**src/rtl/spi_cfg_pkg.sv**
```systemverilog
// Shared constants, state encoding and frame packing for the SPI config master.
// Frame layout: {write flag, 7-bit register address, 8-bit data}, MSB first.
package spi_cfg_pkg;

    localparam int         FRAME_BITS = 16;
    localparam logic       WR_FLAG    = 1'b1;

    localparam logic [6:0] ADDR_EN_OUT_LO = 7'd0;
    localparam logic [6:0] ADDR_EN_OUT_HI = 7'd1;
    localparam logic [6:0] ADDR_EN_PWM_LO = 7'd2;
    localparam logic [6:0] ADDR_EN_PWM_HI = 7'd3;
    localparam logic [6:0] ADDR_PWM_DUTY  = 7'd4;

    typedef enum logic [2:0] {
        IDLE,
        LEAD,
        SHIFT_LO,
        SHIFT_HI,
        TRAIL,
        GAP
    } state_e;

    function automatic logic [FRAME_BITS-1:0] wr_frame(input logic [6:0] addr,
                                                       input logic [7:0] data);
        return {WR_FLAG, addr, data};
    endfunction

endpackage

```
**src/rtl/rr_arb2.sv**
```systemverilog
// Two-way round-robin arbiter; grant is combinational from requests and pointer.
// Pointer moves to the other requester on each accept strobe; no backpressure of its own.
module rr_arb2 (
    input  logic       clk,
    input  logic       rst_n,
    input  logic [1:0] req_i,
    input  logic       accept_i,
    output logic [1:0] gnt_o
);

    // Requester favoured when both request; 0 after reset.
    logic prio_q, prio_d;

    always_comb begin
        gnt_o  = req_i;
        prio_d = prio_q;
        if (req_i[0] && req_i[1]) begin
            gnt_o = prio_q ? 2'b10 : 2'b01;
        end
        if (accept_i && (|gnt_o)) begin
            prio_d = gnt_o[0];
        end
    end

    always_ff @(posedge clk) begin
        if (!rst_n) begin
            prio_q <= 1'b0;
        end else begin
            prio_q <= prio_d;
        end
    end

endmodule

```
**src/rtl/spi_cfg_master.sv**
```systemverilog
// Arbitrates two register-write requesters and emits one 16-bit SPI mode-0 write frame per grant.
// Frame spans 33*CLK_DIV cycles of ncs low plus a CLK_DIV gap; requesters stall (ready low) outside IDLE.
module spi_cfg_master
    import spi_cfg_pkg::*;
#(
    parameter int CLK_DIV = 4
) (
    input  logic       clk,
    input  logic       rst_n,
    input  logic       req0_valid,
    input  logic [6:0] req0_addr,
    input  logic [7:0] req0_data,
    output logic       req0_ready,
    input  logic       req1_valid,
    input  logic [6:0] req1_addr,
    input  logic [7:0] req1_data,
    output logic       req1_ready,
    output logic       sclk,
    output logic       copi,
    output logic       ncs,
    output logic       busy,
    output logic       done,
    output logic       done_id
);

    if (CLK_DIV < 2 || CLK_DIV > 255) begin : g_bad_div
        $error("spi_cfg_master: CLK_DIV must lie in 2..255");
    end

    localparam int               DIV_W    = $clog2(CLK_DIV + 1);
    localparam logic [DIV_W-1:0] DIV_LOAD = DIV_W'(CLK_DIV - 1);

    state_e                 state_q, state_d;
    logic [DIV_W-1:0]       div_q, div_d;
    logic [4:0]             bit_q, bit_d;
    logic [FRAME_BITS-1:0]  shreg_q, shreg_d;
    logic                   id_q, id_d;
    logic                   sclk_q, sclk_d;
    logic                   copi_q, copi_d;
    logic                   ncs_q, ncs_d;
    logic                   busy_q, busy_d;
    logic                   done_q, done_d;
    logic                   done_id_q, done_id_d;

    logic [1:0] gnt;
    logic       accept;
    logic       phase_end;

    rr_arb2 u_arb (
        .clk      (clk),
        .rst_n    (rst_n),
        .req_i    ({req1_valid, req0_valid}),
        .accept_i (accept),
        .gnt_o    (gnt)
    );

    assign req0_ready = (state_q == IDLE) && gnt[0];
    assign req1_ready = (state_q == IDLE) && gnt[1];
    assign accept     = (req0_valid && req0_ready) || (req1_valid && req1_ready);
    assign phase_end  = (div_q == '0);

    always_comb begin
        state_d   = state_q;
        div_d     = phase_end ? DIV_LOAD : div_q - 1'b1;
        bit_d     = bit_q;
        shreg_d   = shreg_q;
        id_d      = id_q;
        sclk_d    = sclk_q;
        copi_d    = copi_q;
        ncs_d     = ncs_q;
        busy_d    = busy_q;
        done_d    = 1'b0;
        done_id_d = done_id_q;

        unique case (state_q)
            IDLE: begin
                div_d = DIV_LOAD;
                if (accept) begin
                    shreg_d = gnt[1] ? wr_frame(req1_addr, req1_data)
                                     : wr_frame(req0_addr, req0_data);
                    id_d    = gnt[1];
                    bit_d   = 5'd0;
                    copi_d  = WR_FLAG;
                    sclk_d  = 1'b0;
                    ncs_d   = 1'b0;
                    busy_d  = 1'b1;
                    state_d = LEAD;
                end
            end
            LEAD, SHIFT_LO: begin
                if (phase_end) begin
                    sclk_d  = 1'b1;
                    state_d = SHIFT_HI;
                end
            end
            SHIFT_HI: begin
                if (phase_end) begin
                    sclk_d = 1'b0;
                    bit_d  = bit_q + 5'd1;
                    if (bit_q == 5'(FRAME_BITS - 1)) begin
                        copi_d  = 1'b0;
                        state_d = TRAIL;
                    end else begin
                        // Rotate so the next bit sits below the MSB; copi changes on the falling edge.
                        copi_d  = shreg_q[FRAME_BITS-2];
                        shreg_d = {shreg_q[FRAME_BITS-2:0], shreg_q[FRAME_BITS-1]};
                        state_d = SHIFT_LO;
                    end
                end
            end
            TRAIL: begin
                if (phase_end) begin
                    ncs_d     = 1'b1;
                    done_d    = 1'b1;
                    done_id_d = id_q;
                    state_d   = GAP;
                end
            end
            GAP: begin
                if (phase_end) begin
                    busy_d  = 1'b0;
                    state_d = IDLE;
                end
            end
            default: begin
                state_d = IDLE;
            end
        endcase
    end

    always_ff @(posedge clk) begin
        if (!rst_n) begin
            state_q   <= IDLE;
            div_q     <= DIV_LOAD;
            bit_q     <= 5'd0;
            shreg_q   <= '0;
            id_q      <= 1'b0;
            sclk_q    <= 1'b0;
            copi_q    <= 1'b0;
            ncs_q     <= 1'b1;
            busy_q    <= 1'b0;
            done_q    <= 1'b0;
            done_id_q <= 1'b0;
        end else begin
            state_q   <= state_d;
            div_q     <= div_d;
            bit_q     <= bit_d;
            shreg_q   <= shreg_d;
            id_q      <= id_d;
            sclk_q    <= sclk_d;
            copi_q    <= copi_d;
            ncs_q     <= ncs_d;
            busy_q    <= busy_d;
            done_q    <= done_d;
            done_id_q <= done_id_d;
        end
    end

    assign sclk    = sclk_q;
    assign copi    = copi_q;
    assign ncs     = ncs_q;
    assign busy    = busy_q;
    assign done    = done_q;
    assign done_id = done_id_q;

endmodule

```
**config.mk**
```make
export PLATFORM = sky130hd
export DESIGN_NAME = spi_cfg_master
export DESIGN_NICKNAME = d
export VERILOG_FILES = /design/src/rtl/spi_cfg_pkg.sv /design/src/rtl/rr_arb2.sv /design/src/rtl/spi_cfg_master.sv
export SDC_FILE = /design/constraint.sdc
export NUM_CORES = 1
export LEC_CHECK = 0
export BUFFER_PORTS_ARGS = -buffer_cell sky130_fd_sc_hd__buf_2
export CORE_MARGIN = 3
export CORE_UTILIZATION = 57
export CTS_CLUSTER_SIZE = 30
export DETAILED_ROUTE_END_ITERATION = 7
export GPL_ROUTABILITY_DRIVEN = 0
export PLACE_DENSITY = 0.84
export SYNTH_ARGS = -nofsm -noshare
export SYNTH_HDL_FRONTEND = slang
export SYNTH_SLANG_ARGS = --single-unit
```
**constraint.sdc**
```tcl
create_clock -name clk -period 3.7 [get_ports clk]
set_input_delay 0.74 -clock clk [delete_from_list [all_inputs] [get_ports clk]]
set_output_delay 0.74 -clock clk [all_outputs]
set_load 0.02 [all_outputs]
```
==> summary.md <==
| Metric | Value |
|---|---|
| Vias in the first global route | `1,598` |
| Post-CTS Setup Inserts | `0` |
| Switching share of power | `25.8%` |
| CTS resizes | `0` |
| Share of layout cells above drive strength 1 | `approximately a quarter` |
| Max VDD drop | `0.000253 V` |
| Least-Margin Pin Slew | `just over 1000 ps` |
| Antenna violations before repair | `0` |
| Sequential area share after synthesis | `about two fifths` |
| Cell Rows | `19` |
| Top Ports | `42` |
| Synth warn | `0` |
| Leakage | `0.976 nW` |
| Global-route wire length before repair | `~7200 µm` |
| WHS | `395 ps` |
| CP Capture Type | `output pin` |
| Post-synth EDFFs | `0` |
| DIE WIDTH | `approximately 63 µm` |
| Synth Net Count | `235` |
| Setup Crit Path Kind | `input port to output pin` |
| Post-synthesis register bit count | `35` |
| Reg-to-Reg End | `shreg_q[3]$_SDFFE_PN0P_` |
| Num CTS Buffers | `5` |
| Area of the mapped netlist | `between 1500 and 2000 µm²` |
| Die area | `approximately 4000 µm²` |
| Number of clock sinks | `35` |
| Startpoint Class | `input port` |
| Max-cap violations | `0` |
| WP data arrival | `roughly 1700 ps` |
| Worst-Skew Late Latency | `340 ps` |
| Most common flop cell mapped by yosys | `dfxtp_1` |
| WL/cell | `around 15 µm` |
| Status | `completed` |
| Top post-synthesis cells by count | `dfxtp_1 (35), and3_1 (20), nand2b_1 (16), nor2_1 (16)` |
| CTS Buffer Depth | `2` |
| Yosys top cell by area | `dfxtp_1` |
| Clock transition at path regs | `about 100 ps` |
| Initial DRC Count | `about 150` |
| Asr flop ratio synth | `0%` |
| Tcrit/Tclk final | `between 60% and 70%` |
| Cell with the most instances after synthesis | `dfxtp_1` |
| Layout area overhead | `12.5%` |
| Antenna-violating nets left | `0` |
| Final Hold Vio Count | `0` |
| Vias per std cell | `between 6 and 7` |
| FF-to-FF path depth | `4` |
| ANT cells | `0` |
| Comb power frac | `15.3%` |
| Fmax | `approximately 410 MHz` |
| Mapped Cells | `~200` |
| H-tree levels | `2` |
| Top-area cell type share of the netlist area | `a little under two fifths` |
| R2r setup slk | `between 1000 and 1500 ps` |
| Core Area | `approximately 2900 µm²` |
| Placed wire-length estimate | `roughly 2900 µm` |
| Setup tns final | `0 ps` |
| Sequential fraction of design power | `about 54%` |
| WL final | `approximately 4100 µm` |
| Worst Setup EP | `req1_ready` |
| Clock power frac | `a little under a third` |
| Total GRT Usage | `between 20% and 30%` |
| Int Power | `0.000567 W` |
| Fin nets | `roughly 270` |
| Crit Reg-Reg Startpoint | `state_q[1]$_SDFFE_PN0P_` |
| GR Overflow Total | `0` |
| Slew headroom | `32.4%` |
| Min Tclk post-route | `around 2400 ps` |
| Psw | `0.000197 W` |
| Avg Inst Size Synth | `between 9 and 10 µm²` |
| Clk_skew | `approximately 10 ps` |
| Critical path required time | `slightly below 3000 ps` |
| CTS tree | `yes` |
| First drt pass iteration count | `4` |
| Yosys cell types | `45` |
| Crit. Startpoint | `req0_valid` |
| Synth area leaders | `dfxtp_1 (38%), a32o_1 (8.2%), a211o_1 (7.2%)` |
| Final Setup Violations | `0` |
| Die Y-Extent | `62.7 µm` |
| Largest net degree at the start of global routing | `31` |
| Port bufs | `41` |
| Max Slew Vio Count | `0` |
| Via Count | `1,645` |
| CP max FO | `17` |
| CTS root buffer | `clkbuf_4` |
| Hold-fix buffers, CTS | `0` |
| RSZ-0062 raised after global routing | `false` |
| Initial core utilization | `a little over three fifths` |
| PD cells | `roughly 370 nW/µm²` |
| DRC viols | `0` |
| Hold crit path type | `flop to flop` |
==> power groups by stage <==
stage	Clock, W	Combinational (W)	Sequential [W]
after CTS	0.000241	0.000116	0.000410
final	0.000238	0.000117	0.000410
after global routing	0.000264	0.000130	0.000413
after detailed placement	0	0.000115	0.000418
after global placement	0	0.000111	0.000417
after floorplan	0	0.0000804	0.000418
==> worst max-delay path: stages <==
cell,delay [ps]
buf_2,140
nand2b_2,230
nand2_2,260
nor2_1,140
buf_2,170
==> through the flow <==
stage	setup WS, ps	cells	total power [W]	utilization, %	area (µm²)
after detailed placement	1290	265	0.000534	68.7	1990
after global placement	1340	265	0.000529	68.7	1990
after floorplan	1470	197	0.000499	-	1830
after global routing	1160	273	0.000807	71.1	2060
final	1270	273	0.000764	71.1	2060
after CTS	1280	273	0.000768	71.1	2060
==> flip-flops by register name, indices dropped and copies added, names as in the netlist <==
signal,cells
div_q,3
busy,1
copi,1
id_q,1
sclk,1
ncs,1
bit_q,5
done,1
shreg_q,16
state_q,3
u_arb.prio_q,1
done_id,1
==> worst min-delay path by stage <==
stage / to / startpoint / slack (ps) / cells after the start
floorplan: div_q[0]$_SDFF_PP1_ / div_q[0]$_SDFF_PP1_ / 360 / 1
global placement: div_q[0]$_SDFF_PP1_ / div_q[0]$_SDFF_PP1_ / 370 / 1
detailed placement: div_q[0]$_SDFF_PP1_ / div_q[0]$_SDFF_PP1_ / 380 / 1
CTS: div_q[0]$_SDFF_PP1_ / div_q[0]$_SDFF_PP1_ / 400 / 1
global route: div_q[0]$_SDFF_PP1_ / div_q[0]$_SDFF_PP1_ / 430 / 1
finish: div_q[0]$_SDFF_PP1_ / div_q[0]$_SDFF_PP1_ / 400 / 1
==> routing by layer <==
| metal | routed length (µm) | vias to the layer above | GRT usage [%] |
|---|---|---|---|
| li1 | - | 798 | - |
| met1 | 1800 | 773 | 27.1 |
| met2 | 1990 | 65 | 38.2 |
| met3 | 275 | 9 | 5.94 |
| met4 | 65 | 0 | 10.2 |
| met5 | 0 | - | 0 |
==> cell usage in the layout, fill, tap and decap left out, drive strengths merged, types with 2 or more instances in the layout <==
master   n
o22ai    2
inv      7
nand3    3
a211o   15
and2     2
a21oi    2
nor2b    2
clkbuf   8
buf     41
xor2     2
a31oi    2
ha       4
nand2   13
nand2b  17
and3    20
mux2i    2
o21ai    7
a32o    15
dfxtp   35
nor2    16
==> final cells by class <==
class / instances / area [µm²]
clock buffer: 8 / 68.8
tap: 42 / 52.6
sequential: 35 / 701
inverter: 7 / 26.3
fill: 250 / 838
multi-input combinational: 140 / 1010
timing repair buffer: 41 / 205
==> cell families after synthesis <==
logic type / after synthesis / share of synthesized area, %
AND/OR/NAND/NOR: 78 / 24.2
XOR/XNOR: 2 / 0.956
multiplexers: 2 / 1.09
flip-flops: 35 / 38.2
adder cells (fa/ha/maj): 4 / 2.73
AO/OA/AOI/OAI: 54 / 26.1
buffers and inverters: 22 / 6.76
Note: power is estimated with default switching activity, not from simulation.
